==> src/rtl/uart_tx_scheduler.sv <==
`default_nettype none
// ============================================================================
// Module   : uart_tx_scheduler
// Purpose  : Round-robin arbiter that shares one UART transmitter between
//            NUM_REQ byte producers. One byte is accepted per valid/ready
//            handshake. The transmitter's start input is pulsed with the byte
//            held stable. Baud ticks are counted to find the end of the frame,
//            and an optional idle gap is inserted before the next grant.
// Ports    : clk        - system clock
//            reset      - synchronous, active-low reset
//            req_valid  - per-requester byte valid          [NUM_REQ]
//            req_data   - packed bytes, requester i at [8i+7:8i]
//            req_ready  - one-hot accept pulse               [NUM_REQ]
//            baud_tick  - one-clk tick from the baud generator
//            tx_start   - one-clk start pulse to uart_tx
//            tx_data    - byte to uart_tx, stable until the next accept
//            busy       - high whenever the scheduler is not idle
//            grant_id   - index of the last or current granted requester
// Revision : 1.0 - initial release
// ============================================================================
module uart_tx_scheduler #(
    parameter int NUM_REQ     = 4,
    parameter int FRAME_TICKS = 10,
    parameter int GAP_TICKS   = 0
) (
    input  logic                       clk,
    input  logic                       reset,
    input  logic [NUM_REQ-1:0]         req_valid,
    input  logic [NUM_REQ*8-1:0]       req_data,
    output logic [NUM_REQ-1:0]         req_ready,
    input  logic                       baud_tick,
    output logic                       tx_start,
    output logic [7:0]                 tx_data,
    output logic                       busy,
    output logic [$clog2(NUM_REQ)-1:0] grant_id
);

    localparam int PTR_W   = $clog2(NUM_REQ);
    localparam int SUM_W   = PTR_W + 1;
    localparam int CNT_MAX = (FRAME_TICKS > GAP_TICKS) ? FRAME_TICKS : GAP_TICKS;
    localparam int CNT_W   = $clog2(CNT_MAX + 1);

    // Count values reached just before the terminating tick.
    localparam logic [CNT_W-1:0] c_frame_last = CNT_W'(FRAME_TICKS - 1);
    localparam logic [CNT_W-1:0] c_gap_last   = CNT_W'((GAP_TICKS > 0) ? (GAP_TICKS - 1) : 0);
    localparam logic [PTR_W-1:0] c_ptr_top    = PTR_W'(NUM_REQ - 1);

    typedef enum logic [1:0] {
        S_IDLE   = 2'd0,
        S_LAUNCH = 2'd1,
        S_FRAME  = 2'd2,
        S_GAP    = 2'd3
    } state_t;

    state_t             r_state;
    state_t             w_state_next;
    logic [CNT_W-1:0]   r_cnt;
    logic [CNT_W-1:0]   w_cnt_next;
    logic [PTR_W-1:0]   r_ptr;
    logic [PTR_W-1:0]   w_ptr_next;
    logic [7:0]         r_tx_data;
    logic [PTR_W-1:0]   r_grant;

    logic               w_found;
    logic [PTR_W-1:0]   w_sel;
    logic [SUM_W-1:0]   w_sum;
    logic               w_accept;
    logic [NUM_REQ-1:0] w_ready;

    // ------------------------------------------------------------------------
    // Round-robin pick: scan offsets from the highest down so the last hit
    // written is the one closest to the pointer (searching upward, wrapping).
    // ------------------------------------------------------------------------
    always_comb begin
        w_found = 1'b0;
        w_sel   = '0;
        w_sum   = '0;
        for (int i = NUM_REQ - 1; i >= 0; i--) begin
            w_sum = {1'b0, r_ptr} + SUM_W'(i);
            if (w_sum >= SUM_W'(NUM_REQ)) begin
                w_sum = w_sum - SUM_W'(NUM_REQ);
            end
            if (req_valid[w_sum[PTR_W-1:0]]) begin
                w_found = 1'b1;
                w_sel   = w_sum[PTR_W-1:0];
            end
        end
    end

    always_comb begin
        w_ready = '0;
        if (r_state == S_IDLE && w_found) begin
            w_ready[w_sel] = 1'b1;
        end
    end

    always_comb begin
        w_ptr_next = r_ptr;
        if (w_accept) begin
            w_ptr_next = (w_sel == c_ptr_top) ? '0 : w_sel + 1'b1;
        end
    end

    // ------------------------------------------------------------------------
    // Next-state logic. The counter is cleared in LAUNCH so that a tick
    // coinciding with the start pulse is not part of the frame.
    // ------------------------------------------------------------------------
    always_comb begin
        w_state_next = r_state;
        w_cnt_next   = r_cnt;
        w_accept     = 1'b0;
        case (r_state)
            S_IDLE: begin
                if (w_found) begin
                    w_accept     = 1'b1;
                    w_state_next = S_LAUNCH;
                end
            end
            S_LAUNCH: begin
                w_cnt_next   = '0;
                w_state_next = S_FRAME;
            end
            S_FRAME: begin
                if (baud_tick) begin
                    if (r_cnt == c_frame_last) begin
                        w_cnt_next   = '0;
                        w_state_next = (GAP_TICKS > 0) ? S_GAP : S_IDLE;
                    end else begin
                        w_cnt_next = r_cnt + 1'b1;
                    end
                end
            end
            S_GAP: begin
                if (baud_tick) begin
                    if (r_cnt == c_gap_last) begin
                        w_cnt_next   = '0;
                        w_state_next = S_IDLE;
                    end else begin
                        w_cnt_next = r_cnt + 1'b1;
                    end
                end
            end
            default: begin
                w_cnt_next   = '0;
                w_state_next = S_IDLE;
            end
        endcase
    end

    always_ff @(posedge clk) begin
        if (!reset) begin
            r_state   <= S_IDLE;
            r_cnt     <= '0;
            r_ptr     <= '0;
            r_tx_data <= 8'h00;
            r_grant   <= '0;
        end else begin
            r_state <= w_state_next;
            r_cnt   <= w_cnt_next;
            r_ptr   <= w_ptr_next;
            if (w_accept) begin
                r_tx_data <= req_data[{w_sel, 3'b000} +: 8];
                r_grant   <= w_sel;
            end
        end
    end

    assign req_ready = w_ready;
    assign tx_start  = (r_state == S_LAUNCH);
    assign tx_data   = r_tx_data;
    assign busy      = (r_state != S_IDLE);
    assign grant_id  = r_grant;

endmodule
`default_nettype wire

==> config.mk <==
export PLATFORM = sky130hd
export DESIGN_NAME = uart_tx_scheduler
export DESIGN_NICKNAME = d
export VERILOG_FILES = /design/src/rtl/uart_tx_scheduler.sv
export SDC_FILE = /design/constraint.sdc
export NUM_CORES = 1
export LEC_CHECK = 0
export CAP_MARGIN = 20
export CORE_AREA = 2 2 57 59
export DETAILED_ROUTE_END_ITERATION = 16
export DIE_AREA = 0 0 59 61
export HOLD_SLACK_MARGIN = 0.03
export PLACE_DENSITY = 0.83
export SYNTH_ARGS = -nofsm -noshare
export SYNTH_HDL_FRONTEND = slang
export SYNTH_SLANG_ARGS = --single-unit
==> constraint.sdc <==
create_clock -name clk -period 1.9 [get_ports clk]
set_input_delay 0.38 -clock clk [delete_from_list [all_inputs] [get_ports clk]]
set_output_delay 0.38 -clock clk [all_outputs]
set_load 0.005 [all_outputs]
## Word-level counts from Yosys, hierarchy flattened

Cells that the tools add are included.

- Register bits: 18
- Bits in latches: 0
- Memory bits (writable): 0
- ROM bits: 0
- Input port bits: 39
- Word-level logic and storage cells: 80
- Memories: 0

- Add/sub/neg operators: 9
- $mul: 0
- Div/mod/pow operators: 0
- Magnitude comparators: 10
- Equal/unequal tests: 10
- Shift operators: 1
- Mux-type cells: 37
- Bitwise gates (word level): 0
- Reductions and logical operators: 8

Operators by type and width:

| operator | number |
|---|---|
| $shiftx A32 B6 Y8 | 1 |
| $mux W2 | 14 |
| $mux W4 | 5 |
| $lt A2 B3 Y1 const B | 5 |
| $pmux W4 S3 | 1 |
| $mux W1 | 11 |
| $ne A2 B2 Y1 const B | 5 |
| $ge A3 B3 Y1 const B | 3 |
| $bmux W1 S2 | 4 |
| $pmux W2 S4 | 1 |
| $sub A2 B1 Y2 const B | 4 |
| $add A2 B2 Y3 const B | 2 |
| $eq A2 B2 Y1 const B | 3 |
| $reduce_and A5 Y1 | 1 |
| $add A4 B1 Y4 const B | 1 |
| $eq A4 B4 Y1 const B | 1 |
| $logic_not A4 Y1 | 1 |
| $add A2 B1 Y3 const B | 1 |
| $ge A2 B3 Y1 const B | 1 |
| $reduce_and A3 Y1 | 1 |
| $reduce_bool A3 Y1 | 1 |
| $add A2 B1 Y2 const B | 1 |
| $demux W1 S2 | 1 |
| $eq A2 B1 Y1 const B | 1 |
| 4 further kinds | 5 |

## Logic depth before layout (Yosys ltp)

Gate-level depths: netlist (run 1).

- Word-level depth: 14
- Gate-level depth with buffers: 8
- Gate-level depth less buffers: 7

## Worst setup path before layout (run 1)

OpenSTA, ideal clock, no wires.

- Path kind: input to output
- Start point: in req_valid[0]
- End point: out req_ready[1]
- Arrival time: 1454 ps
- Data required time: 1520 ps
- Setup slack: 66 ps
- Stages: 8
- Buffers on the path: 2
- Cells stage by stage: a21o_1 -> a21oi_1 -> o22a_1 -> buf_6 -> buf_12 -> inv_1 -> ha_1 -> and2_1

- Word-level cells in the longest chain between the ends: 11
- Elaborated cells between the ends (all ways): 23

Ends and longest elaborated chain:

| item | line | text |
|---|---|---|
| from (decl) | 28 | `input logic [NUM_REQ-1:0] req_valid,` |
| $bmux W1 S2 | 83 | `if (req_valid[w_sum[PTR_W-1:0]]) begin` |
| $mux W1 (implied by the code) | 83 |  |
| $mux W2 (3 in series) | 83 |  |
| $mux W2 * | 83 |  |
| named net w_sel[1] | 65 | `logic [PTR_W-1:0] w_sel;` |
| $lt A2 B3 Y1 (implied by the code) / $ge A2 B1 Y1 (equally long branches) | 93 | `w_ready[w_sel] = 1'b1;` |
| $logic_and A1 B1 Y1 (implied by the code) | 93 |  |
| $mux W1 (implied by the code) | 93 |  |
| $demux W1 S2 * | 93 |  |
| $mux W4 * | 92 | `if (r_state == S_IDLE && w_found) begin` |
| to (decl) | 30 | `output logic [NUM_REQ-1:0] req_ready,` |

Mark *: on every way through the listed nets, which the timed path passes. The rest lies on a longest branch. The select of a mux whose other input is x is not followed.

## Final worst setup path (run 1)

- Start point: reg r_ptr[0]
- End point: out req_ready[0]

- Word-level cells in the longest chain between the ends: 14
- Elaborated cells between the ends (all ways): 38

Ends and longest elaborated chain:

| item | line | text |
|---|---|---|
| from (decl) | 59 | `logic [PTR_W-1:0] r_ptr;` |
| from (signal assigned) | 160 | `r_ptr <= w_ptr_next;` |
| $add A2 B2 Y3 | 79 | `w_sum = {1'b0, r_ptr} + SUM_W'(i);` |
| $ge A3 B3 Y1 / $sub A2 B1 Y2 (equally long branches) | 80, 81 |  |
| $mux W2 | 80 | `if (w_sum >= SUM_W'(NUM_REQ)) begin` |
| $bmux W1 S2 | 83 |  |
| $mux W1 (implied by the code) | 83 |  |
| $mux W2 (3 in series) | 83 |  |
| $mux W2 * | 83 |  |
| named net w_sel[0] | 65 |  |
| $lt A2 B3 Y1 (implied by the code) / $ge A2 B1 Y1 (equally long branches) | 93 |  |
| $logic_and A1 B1 Y1 (implied by the code) | 93 |  |
| $mux W1 (implied by the code) | 93 |  |
| $demux W1 S2 * | 93 |  |
| $mux W4 * | 92 |  |

Marks and branches as above.

==> run_results.csv, run 1 <==
group,metric,value,unit
floorplanning,rows,20,
cells_and_area,fin_util,0.694,
setup_path,capture_instance_of_the_worst_register_to_register_path,"tx_data[7]",
placed_design,numPortBuffers,54,
cells_and_area,fin_nets,248,
clock_network,clock_sinks,18,
setup_path,timing.reg2reg.worst_path_depth,9,
logic_synthesis,synth_seq_cells,18,
setup_path,maximum_fanout_encountered_on_the_critical_timing_path,3,
global_routing,largest_net_degree_at_the_start_of_global_routing,16,
timing,final_hold_fails,0,
setup_path,crit_path_top_delay_cell,"dfxtp_2",
logic_synthesis,synth.area.mux_share,0.148,
logic_synthesis,part_of_the_yosys_area_used_for_sequential_elements,0.313,
timing,timing.final.crit_share,1.11,
logic_synthesis,syn_nets,170,
setup_path,critPathArrivalTime,1.73,ns
timing,drv_slew,0,
placed_design,routabilityCongestion,0.782,
setup_path,critPathRequiredTime,1.52,ns
clock_network,clk_pin_slew,0.11,ns
setup_path,peak_per_stage_delay_on_the_critical_path,0.38,ns
setup_path,critical_path.reg2reg.startpoint,"r_ptr[0]",
logic_synthesis,syn-instance-count,124,
global_routing,number_of_global_route_vias_before_repair,1338,
timing,finalWorstPathRequiredPeriod,2.11,ns
logic_synthesis,synth_warnings,0,
logic_synthesis,synth_adder_area_share,0.0762,
timing,slew_margin_rel,0.784,
setup_path,crit_family,"flip-flops",
timing,timing_worst_slew_pin_value,0.322,ns
min_path,worst_hold_path_type,"flip-flop to flip-flop",
power,power.ir.vdd_worst,358,uV
global_routing,grt_first_pass_wirelength,5.87,mm
min_path,min_from,"grant_id[0]",
setup_path,worstSetupStartpointType,"flip-flop",
detailed_routing,first_iter_violations,34,
logic_synthesis,synthDistinctLibCells,35,
placed_design,dp_worst_setup_slack,-0.789,ns
setup_path,r2r_slack,0.05,ns
logic_synthesis,synthesis.area_per_instance,9.27,um2
power,power_density,727,nW/um2
logic_synthesis,post_synth_and_or_nand_nor_area_fraction,0.205,
timing,fin_worst_hold_slack,0.480,ns
cells_and_area,drive_above_1_share,0.313,
power,p_leak,0.838,nW
placed_design,place_hpwl,2.66,mm
floorplanning,chipHeight,61,um
global_routing,antenna_violations_before_repair,0,
global_routing,overflow,0,
detailed_routing,dr_drc_count,0,
floorplanning,start_util,0.389,
setup_path,crit_chain,"nand2b_4 > a21oi_2 > a211oi_2 > buf_4 > inv_6 > ha_4 > and2_4 > buf_6",
job,timing.max_cap.violations,0,
clock_network,cts_buffers,3,
timing,grt_setup_unrepaired,"yes",
cells_and_area,insertedDiodeCount,0,
setup_path,crit_path_end_kind,"output port",
logic_synthesis,post_syn_area,1150,um2
global_routing,gr-usage-all-layers,0.215,
setup_path,cp.buffers_inverters,3,
detailed_routing,detail-route-antenna-nets,0,
clock_network,clk_latency,0.30,ns
floorplanning,core_area,2950,um2
clock_network,htreeDepth,1,
clock_network,tritoncts,"done",
clock_network,clk_path_buf_depth,2,
logic_synthesis,synth_compound_area_frac,0.195,
detailed_routing,post_drt_wl_per_cell,16.2,um
floorplanning,fp.dieW,59,um
min_path,timing.hold.worst_endpoint,"grant_id[0]",
detailed_routing,postRouteWirelength,3.78,mm
detailed_routing,detail_route.vias_per_cell,5.48,
logic_synthesis,synth-xor-area-share,0,
setup_path,critical_path_class,"flip-flop to output port",
status,failed_checks,"setup timing",
floorplanning,top_level_pins,55,
cells_and_area,area_growth_synth_to_finish,78.2,%
timing,setup_slack_after_layout,-0.207,ns
detailed_routing,detailedRoute.firstPassIterationCount,4,
clock_network,clock_tree.root_cell,"clkbuf_4",
timing,fmax,0.475,GHz
timing,worst_clock_skew,0.00731,ns
cells_and_area,fill_cells,226,
floorplanning,die-area,3600,um2
cells_and_area,postLayoutCellArea,2050,um2
detailed_routing,route.vias.total,1282,
logic_synthesis,combinational_family_with_the_most_area_after_synthesis,"simple AND/OR/NAND/NOR gates",
min_path,min_path_cells,2,
placed_design,placed_area,1790,um2
timing,timing.final.setup_violations,4,
status,status,"finished, violations left",
[worst reg2reg max path: cells and delay by family (launching register included)]
family                 cells  cell delay [ns]
and+or+nand+nor            2             0.29
AOI/OAI and AO/OA          2             0.40
DFF                        1             0.36
buffers and inverters      4             0.54
muxes                      1             0.18
[metal layers]
layer | vias to the layer above | global-route usage | routed length, um
met5 | - | 0 | 0
met4 | 0 | 0.107 | 120
met3 | 11 | 0.0277 | 211
met2 | 53 | 0.435 | 2070
met1 | 606 | 0.212 | 1380
li1 | 612 | - | -
[metrics by stage]
stage | setup TNS [ns] | instances | power [mW]
6_report | -0.754 | 234 | 1.49
5_1_grt | -0.907 | 234 | 1.57
4_1_cts | -0.517 | 233 | 1.41
3_5_place_dp | -5.61 | 220 | 1.09
3_3_place_gp | -4.52 | 220 | 1.06
2_1_floorplan | 0 | 124 | 0.777
[sequential cells by signal, summed over array words and instances, names as in the netlist]
register,count
tx_data,8
r_state,2
grant_id,2
r_cnt,4
r_ptr,2
[placed cells by master (no fill, tap or decap), drive strengths merged, types with 6 or more instances in the layout]
cell type	instances
o221ai	8
clkdlybuf4s50	45
mux2i	17
a21oi	6
ha	7
dfxtp	18
buf	29
nand2	9
nand3	12
inv	6
[logic make-up (layout without fill, tap and decap cells)]
| group | count (synthesis) | in the layout |
|---|---|---|
| AO/OA/AOI/OAI | 30 | 30 |
| buffers and inverters | 12 | 89 |
| multiplexers | 17 | 17 |
| AND/OR/NAND/NOR | 40 | 40 |
| adder cells (fa/ha/maj) | 7 | 7 |
| flip-flops | 18 | 18 |
[power by group]
part           switching, mW  internal [mW]  total [mW]
combinational          0.320          0.452       0.772
sequential            0.0379          0.437       0.475
clock                  0.125          0.117       0.243
total                  0.483           1.01        1.49
[area by class of cell]
| type | count | area (um2) | area share |
|---|---|---|---|
| Clock buffer | 4 | 36.3 | 0.0177 |
| Inverter | 6 | 27.5 | 0.0134 |
| Multi-Input combinational cell | 94 | 828 | 0.404 |
| Sequential cell | 18 | 363 | 0.177 |
| Tap cell | 33 | 41.3 | 0.0201 |
| Timing Repair Buffer | 79 | 753 | 0.368 |
[what timing repair did]
item,4_1_cts,5_1_grt
hold endpoints to repair,0,0
setup endpoints to repair,6,13
pin swaps,6,2
resized for setup,47,16
buffers inserted,9,1
hold buffers,0,0
[synth_stat cells, drive strengths merged]
| library cell | count | area (um2) |
|---|---|---|
| o221ai | 8 | 70.1 |
| and2 | 4 | 25.0 |
| a31o | 1 | 8.76 |
| nand3 | 12 | 77.6 |
| nand3b | 3 | 22.5 |
| o22ai | 1 | 6.26 |
| mux2i | 17 | 170 |
| or2 | 1 | 6.26 |
| nor3b | 1 | 7.51 |
| a211oi | 1 | 12.5 |
| a31oi | 3 | 25.0 |
| o21ai | 2 | 10.0 |
| nor2 | 1 | 3.75 |
| a21boi | 5 | 37.5 |
| and3 | 1 | 6.26 |
| nor2b | 5 | 31.3 |
| nand2b | 2 | 12.5 |
| and3b | 1 | 8.76 |
| nand2 | 9 | 33.8 |
| buf | 3 | 38.8 |
| o22a | 1 | 8.76 |
| a22oi | 1 | 7.51 |
| a21oi | 6 | 30.0 |
| dfxtp | 18 | 360 |
| inv | 6 | 22.5 |
| a21o | 1 | 7.51 |
| ha | 7 | 87.6 |
| clkbuf | 3 | 11.3 |
[worst max-delay path by stage]
stage / from / end / slack [ns] / cells past startpoint
after CTS: r_ptr[0] / req_ready[3] / -0.15 / 7
after floorplan: req_valid[0] / req_ready[1] / 0.07 / 8
after global placement: req_valid[1] / req_ready[0] / -0.68 / 9
final: r_ptr[0] / req_ready[0] / -0.21 / 8
after detailed placement: req_valid[1] / req_ready[0] / -0.79 / 9
after global routing: r_ptr[0] / req_ready[0] / -0.23 / 8
Power figures use the tool's default switching activity.
==> run 2, diff against run 1 <==
--- a/config.mk
+++ b/config.mk
@@ -11,6 +11,7 @@
 export DIE_AREA = 0 0 59 61
 export HOLD_SLACK_MARGIN = 0.03
 export PLACE_DENSITY = 0.83
+export SKIP_LAST_GASP = 1
 export SYNTH_ARGS = -nofsm -noshare
 export SYNTH_HDL_FRONTEND = slang
 export SYNTH_SLANG_ARGS = --single-unit
==> run_results.csv, run 2 (synthesis gave the netlist of run 1 again) <==
group,metric,value,unit
power,clkPwrFrac,0.163,
power,power_density,733,nW/um2
global_routing,number_of_global_route_vias_before_repair,1330,
cells_and_area,largest_register_ff_count,8,
cells_and_area,layout.cells.most_common,"clkdlybuf4s50_1",
timing,finalWorstPathRequiredPeriod,2.08,ns
clock_network,clk_pin_slew,0.11,ns
setup_path,crit_path_top_delay_cell,"dfxtp_2",
placed_design,placed_cells,220,
setup_path,critPathRequiredTime,1.52,ns
timing,timing.final.crit_share,1.10,
detailed_routing,detail-route-antenna-nets,0,
timing,setup_slack_after_layout,-0.182,ns
cells_and_area,final_cell_mix,"clkdlybuf4s50_1 (45), buf_4 (21), dfxtp_1 (16)",
power,p_switching,0.483,mW
cells_and_area,fin_nets,249,
floorplanning,chipHeight,61,um
global_routing,grt_use_met2,0.430,
placed_design,numPortBuffers,54,
power,totalPowerFinal,1.49,mW
placed_design,routabilityCongestion,0.782,
job,timing.max_cap.violations,0,
setup_path,cp.buffers_inverters,4,
cells_and_area,insertedDiodeCount,0,
timing,worst_clock_skew,0.00668,ns
cells_and_area,stdcell_count,235,
setup_path,worstSetupStartpointType,"flip-flop",
detailed_routing,post_drt_wl_per_cell,16.5,um
global_routing,grt_first_pass_wirelength,5.82,mm
detailed_routing,dr_drc_count,0,
status,failed_checks,"setup timing",
clock_network,clk_latency,0.30,ns
power,pwr-share-seq,0.318,
global_routing,largest_net_degree_at_the_start_of_global_routing,16,
detailed_routing,route.vias.total,1274,
timing,final_hold_fails,0,
floorplanning,start_util,0.389,
floorplanning,top_level_pins,55,
clock_network,clock_sinks,18,
setup_path,peak_per_stage_delay_on_the_critical_path,0.37,ns
timing,fin_setup_tns,-0.716,ns
setup_path,cp_num_cells,8,
setup_path,crit_path_end_kind,"output port",
setup_path,cell_with_the_most_instances_on_the_worst_path,"buf_6",
cells_and_area,drive_above_1_share,0.302,
timing,fmax,0.480,GHz
setup_path,crit_family,"buffers and inverters",
power,power.ir.vdd_worst,354,uV
setup_path,crit_chain,"buf_6 > o22ai_2 > a211oi_2 > buf_4 > inv_6 > ha_4 > and2_4 > buf_6",
detailed_routing,postRouteWirelength,3.88,mm
global_routing,gr-usage-all-layers,0.214,
setup_path,critPathArrivalTime,1.70,ns
power,p_leak,0.843,nW
clock_network,htreeDepth,1,
status,status,"finished, violations left",
detailed_routing,detail_route.vias_per_cell,5.42,
clock_network,clock_tree.root_cell,"clkbuf_4",
clock_network,tritoncts,"done",
min_path,worst_hold_path_type,"flip-flop to flip-flop",
clock_network,clk_path_buf_depth,2,
floorplanning,core_area,2950,um2
global_routing,overflow,0,
floorplanning,fp.dieW,59,um
detailed_routing,detailedRoute.firstPassIterationCount,4,
global_routing,grt.met1_usage,0.219,
global_routing,use_met3,0.0256,
timing,slew_margin_rel,0.788,
setup_path,timing.reg2reg.worst_path_depth,9,
power,share_comb_of_total_power,0.519,
setup_path,critical_path_class,"flip-flop to output port",
timing,drv_slew,0,
min_path,min_path_cells,2,
global_routing,busiest_layer,"met2",
cells_and_area,area_growth_synth_to_finish,76.6,%
global_routing,antenna_violations_before_repair,0,
power,intPower,1.00,mW
timing,timing_worst_slew_pin_value,0.318,ns
timing,timing.final.setup_violations,4,
placed_design,dp_worst_setup_slack,-0.789,ns
timing,grt_setup_unrepaired,"yes",
cells_and_area,fin_util,0.688,
placed_design,place_hpwl,2.66,mm
detailed_routing,first_iter_violations,38,
power,power_switching_share,0.325,
floorplanning,die-area,3600,um2
setup_path,maximum_fanout_encountered_on_the_critical_timing_path,3,
cells_and_area,fill_cells,225,
floorplanning,rows,20,
clock_network,cts_buffers,3,
## run 2: final timing paths
path / to / from / slack, ns
worst min register to register: grant_id[1] / grant_id[1] / 0.48
worst min-delay path: grant_id[1] / grant_id[1] / 0.48
worst max register to register: tx_data[7] / r_ptr[0] / 0.06
worst max-delay path: req_ready[0] / r_ptr[0] / -0.18
## run 2: worst min-delay path: cells and delay by family (launching register included)
| kind | cells | cell delay [ns] |
|---|---|---|
| AOI/OAI and AO/OA | 1 | 0.06 |
| and+or+nand+nor | 1 | 0.06 |
| DFF | 1 | 0.33 |
## run 2: cell type report
cell class                      instances  area [um2]  share of cell area
Multi-Input combinational cell         94         803               0.396
Tap cell                               33        41.3              0.0203
Timing Repair Buffer                   80         759               0.374
Sequential cell                        18         363               0.179
Inverter                                6        27.5              0.0136
Clock buffer                            4        36.3              0.0179
## run 2: power by group through the flow
stage	clock network, mW	logic (mW)	registers, mW
final	0.242	0.773	0.473
after floorplan	0	0.295	0.482
after global routing	0.267	0.824	0.482
after global placement	0	0.582	0.477
after CTS	0.242	0.689	0.472
after detailed placement	0	0.608	0.478
## run 2: repair_timing
action,CTS,global route
hold endpoints to repair,0,0
gates resized for setup,44,14
pin swaps,6,4
buffers inserted,9,2
hold buffers,0,0
setup endpoints to repair,6,13
## run 2: per-stage QoR
| stage | cell area, um2 | hold slack, ns |
|---|---|---|
| 2_1_floorplan | 1150 | 0.451 |
| 5_1_grt | 2030 | 0.500 |
| 3_3_place_gp | 1790 | 0.447 |
| 3_5_place_dp | 1790 | 0.465 |
| 6_report | 2030 | 0.482 |
| 4_1_cts | 1960 | 0.480 |
## run 2: layer usage
layer | wire length, um | share of wire
met3 | 213 | 0.055
met4 | 64 | 0.017
met5 | 0 | 0
met1 | 1400 | 0.36
met2 | 2200 | 0.57
==> run 3, diff against run 2 <==
--- a/config.mk
+++ b/config.mk
@@ -5,6 +5,7 @@
 export SDC_FILE = /design/constraint.sdc
 export NUM_CORES = 1
 export LEC_CHECK = 0
+export ABC_AREA = 0
 export CAP_MARGIN = 20
 export CORE_AREA = 2 2 57 59
 export DETAILED_ROUTE_END_ITERATION = 16
==> constraint.sdc (replaced) <==
create_clock -name clk -period 2.28 [get_ports clk]
set_input_delay 0.456 -clock clk [delete_from_list [all_inputs] [get_ports clk]]
set_output_delay 0.456 -clock clk [all_outputs]
set_load 0.005 [all_outputs]
==> run_results.csv, run 3 (synthesis gave the netlist of run 1 again) <==
group,metric,value,unit
cells_and_area,insertedDiodeCount,0,
detailed_routing,first_iter_violations,37,
timing,setup_slack_after_layout,-0.0326,ns
setup_path,worstSetupStartpointType,"flip-flop",
setup_path,maximum_fanout_encountered_on_the_critical_timing_path,5,
min_path,worst_hold_path_type,"flip-flop to flip-flop",
placed_design,place_hpwl,2.48,mm
cells_and_area,fin_util,0.640,
clock_network,clk_path_buf_depth,2,
global_routing,largest_net_degree_at_the_start_of_global_routing,16,
clock_network,tritoncts,"done",
setup_path,critical_path_class,"flip-flop to output port",
setup_path,critPathRequiredTime,1.82,ns
status,status,"finished, violations left",
setup_path,crit_path_end_kind,"output port",
cells_and_area,largest_register_ff_count,8,
job,timing.max_cap.violations,0,
floorplanning,core_area,2950,um2
cells_and_area,multi_input_combinational_cell_area,756,um2
floorplanning,start_util,0.389,
detailed_routing,route.vias.total,1216,
timing,timing_worst_slew_pin_value,0.521,ns
clock_network,cts_hold_repair.buffers,0,
cells_and_area,area_growth_synth_to_finish,64.4,%
power,pwr-share-seq,0.357,
detailed_routing,dr_drc_count,0,
timing,timing.final.setup_violations,3,
setup_path,cp_num_cells,8,
timing,timing.final.crit_share,1.01,
clock_network,cts_buffers,3,
setup_path,r2r_slack,0.42,ns
placed_design,routabilityCongestion,0.832,
global_routing,number_of_global_route_vias_before_repair,1231,
timing,worst_clock_skew,0.00160,ns
floorplanning,chipHeight,61,um
status,failed_checks,"setup timing",
timing,finalWorstPathRequiredPeriod,2.31,ns
clock_network,clk_latency,0.30,ns
detailed_routing,detailedRoute.firstPassIterationCount,4,
clock_network,clock_tree.root_cell,"clkbuf_4",
power,clkPwrFrac,0.178,
power,power.ir.vdd_worst,237,uV
placed_design,placed_area,1760,um2
floorplanning,fp.dieW,59,um
detailed_routing,detail-route-antenna-nets,0,
global_routing,gr-usage-all-layers,0.197,
power,p_leak,0.777,nW
setup_path,crit_chain,"a21o_1 > a21oi_2 > o22a_1 > buf_4 > buf_4 > ha_2 > and2_1 > clkbuf_2",
setup_path,crit_path_top_delay_cell,"dfxtp_4",
setup_path,cell_with_the_most_instances_on_the_worst_path,"buf_4",
power,share_comb_of_total_power,0.466,
cells_and_area,layout.cells.most_common,"clkdlybuf4s50_1",
floorplanning,top_level_pins,55,
timing,fin_worst_hold_slack,0.464,ns
min_path,min_path_cells,2,
floorplanning,die-area,3600,um2
detailed_routing,post_drt_wl_per_cell,15.0,um
global_routing,antenna_violations_before_repair,0,
placed_design,numPortBuffers,54,
power,power_switching_share,0.319,
global_routing,grt_first_pass_wirelength,5.31,mm
timing,final_hold_fails,0,
detailed_routing,detail_route.vias_per_cell,5.33,
cells_and_area,drive_above_1_share,0.236,
setup_path,critPathArrivalTime,1.86,ns
power,power_density,600,nW/um2
cells_and_area,fill_cells,238,
power,p_switching,0.362,mW
timing,fmax,0.432,GHz
clock_network,clock_sinks,18,
setup_path,crit_family,"compound AO/OA/AOI/OAI gates",
cells_and_area,postLayoutCellArea,1890,um2
clock_network,clk_pin_slew,0.10,ns
cells_and_area,final_cell_mix,"clkdlybuf4s50_1 (46), buf_4 (19), mux2i_1 (17)",
timing,grt_setup_unrepaired,"yes",
floorplanning,rows,20,
timing,drv_slew,0,
global_routing,overflow,0,
timing,slew_margin_rel,0.652,
setup_path,timing.reg2reg.worst_path_depth,7,
setup_path,cp.buffers_inverters,3,
cells_and_area,fin_nets,242,
setup_path,peak_per_stage_delay_on_the_critical_path,0.38,ns
cells_and_area,layout.area.seq,365,um2
clock_network,htreeDepth,1,
detailed_routing,postRouteWirelength,3.43,mm
power,intPower,0.772,mW
-- run 3: per-layer routing --
layer | share of wire | wire, um | vias to the layer above | global-route usage
li1 | - | - | 598 | -
met1 | 0.38 | 1310 | 559 | 0.202
met2 | 0.53 | 1820 | 51 | 0.379
met3 | 0.060 | 207 | 8 | 0.0299
met4 | 0.028 | 96 | 0 | 0.110
met5 | 0 | 0 | - | 0
-- run 3: worst paths after layout --
| kind | end | from |
|---|---|---|
| setup / recovery | req_ready[2] | r_ptr[1] |
| hold / removal | grant_id[1] | grant_id[1] |
| setup reg to reg | tx_data[4] | r_ptr[1] |
| hold reg to reg | grant_id[1] | grant_id[1] |
-- run 3: repair_timing --
| item | CTS | global route |
|---|---|---|
| pin swaps | 3 | 4 |
| endpoints found under the setup margin | 4 | 4 |
| gates resized for setup | 23 | 10 |
| setup buffers | 6 | 3 |
-- run 3: final cells by class --
type	count	share of cell area
multi-input combinational	94	0.400
inverter	6	0.0119
timing repair buffer	73	0.354
sequential	18	0.193
clock buffer	4	0.0192
tap	33	0.0218
-- run 3: worst reg2reg max path: cells and delay by family (launching register included) --
family / cells / cell delay (ns)
AO/OA/AOI/OAI: 4 / 0.70
multiplexers: 1 / 0.26
buffers and inverters: 2 / 0.38
flip-flops: 1 / 0.38
-- run 3: power groups by stage --
stage / registers [mW] / logic [mW] / clock network [mW]
after floorplan: 0.402 / 0.246 / 0
after global placement: 0.404 / 0.460 / 0
after detailed placement: 0.407 / 0.479 / 0
after CTS: 0.402 / 0.508 / 0.202
after global routing: 0.409 / 0.574 / 0.217
final: 0.405 / 0.528 / 0.202
-- run 3: through the flow --
| step | cells | total power [mW] | TNS [ns] | worst slack [ns] |
|---|---|---|---|---|
| after floorplan | 124 | 0.647 | 0 | 0.294 |
| after global placement | 215 | 0.864 | -1.73 | -0.447 |
| after detailed placement | 215 | 0.886 | -2.24 | -0.575 |
| after CTS | 225 | 1.11 | -0.0490 | -0.0490 |
| after global routing | 228 | 1.20 | -0.247 | -0.100 |
| final | 228 | 1.13 | -0.0559 | -0.0326 |
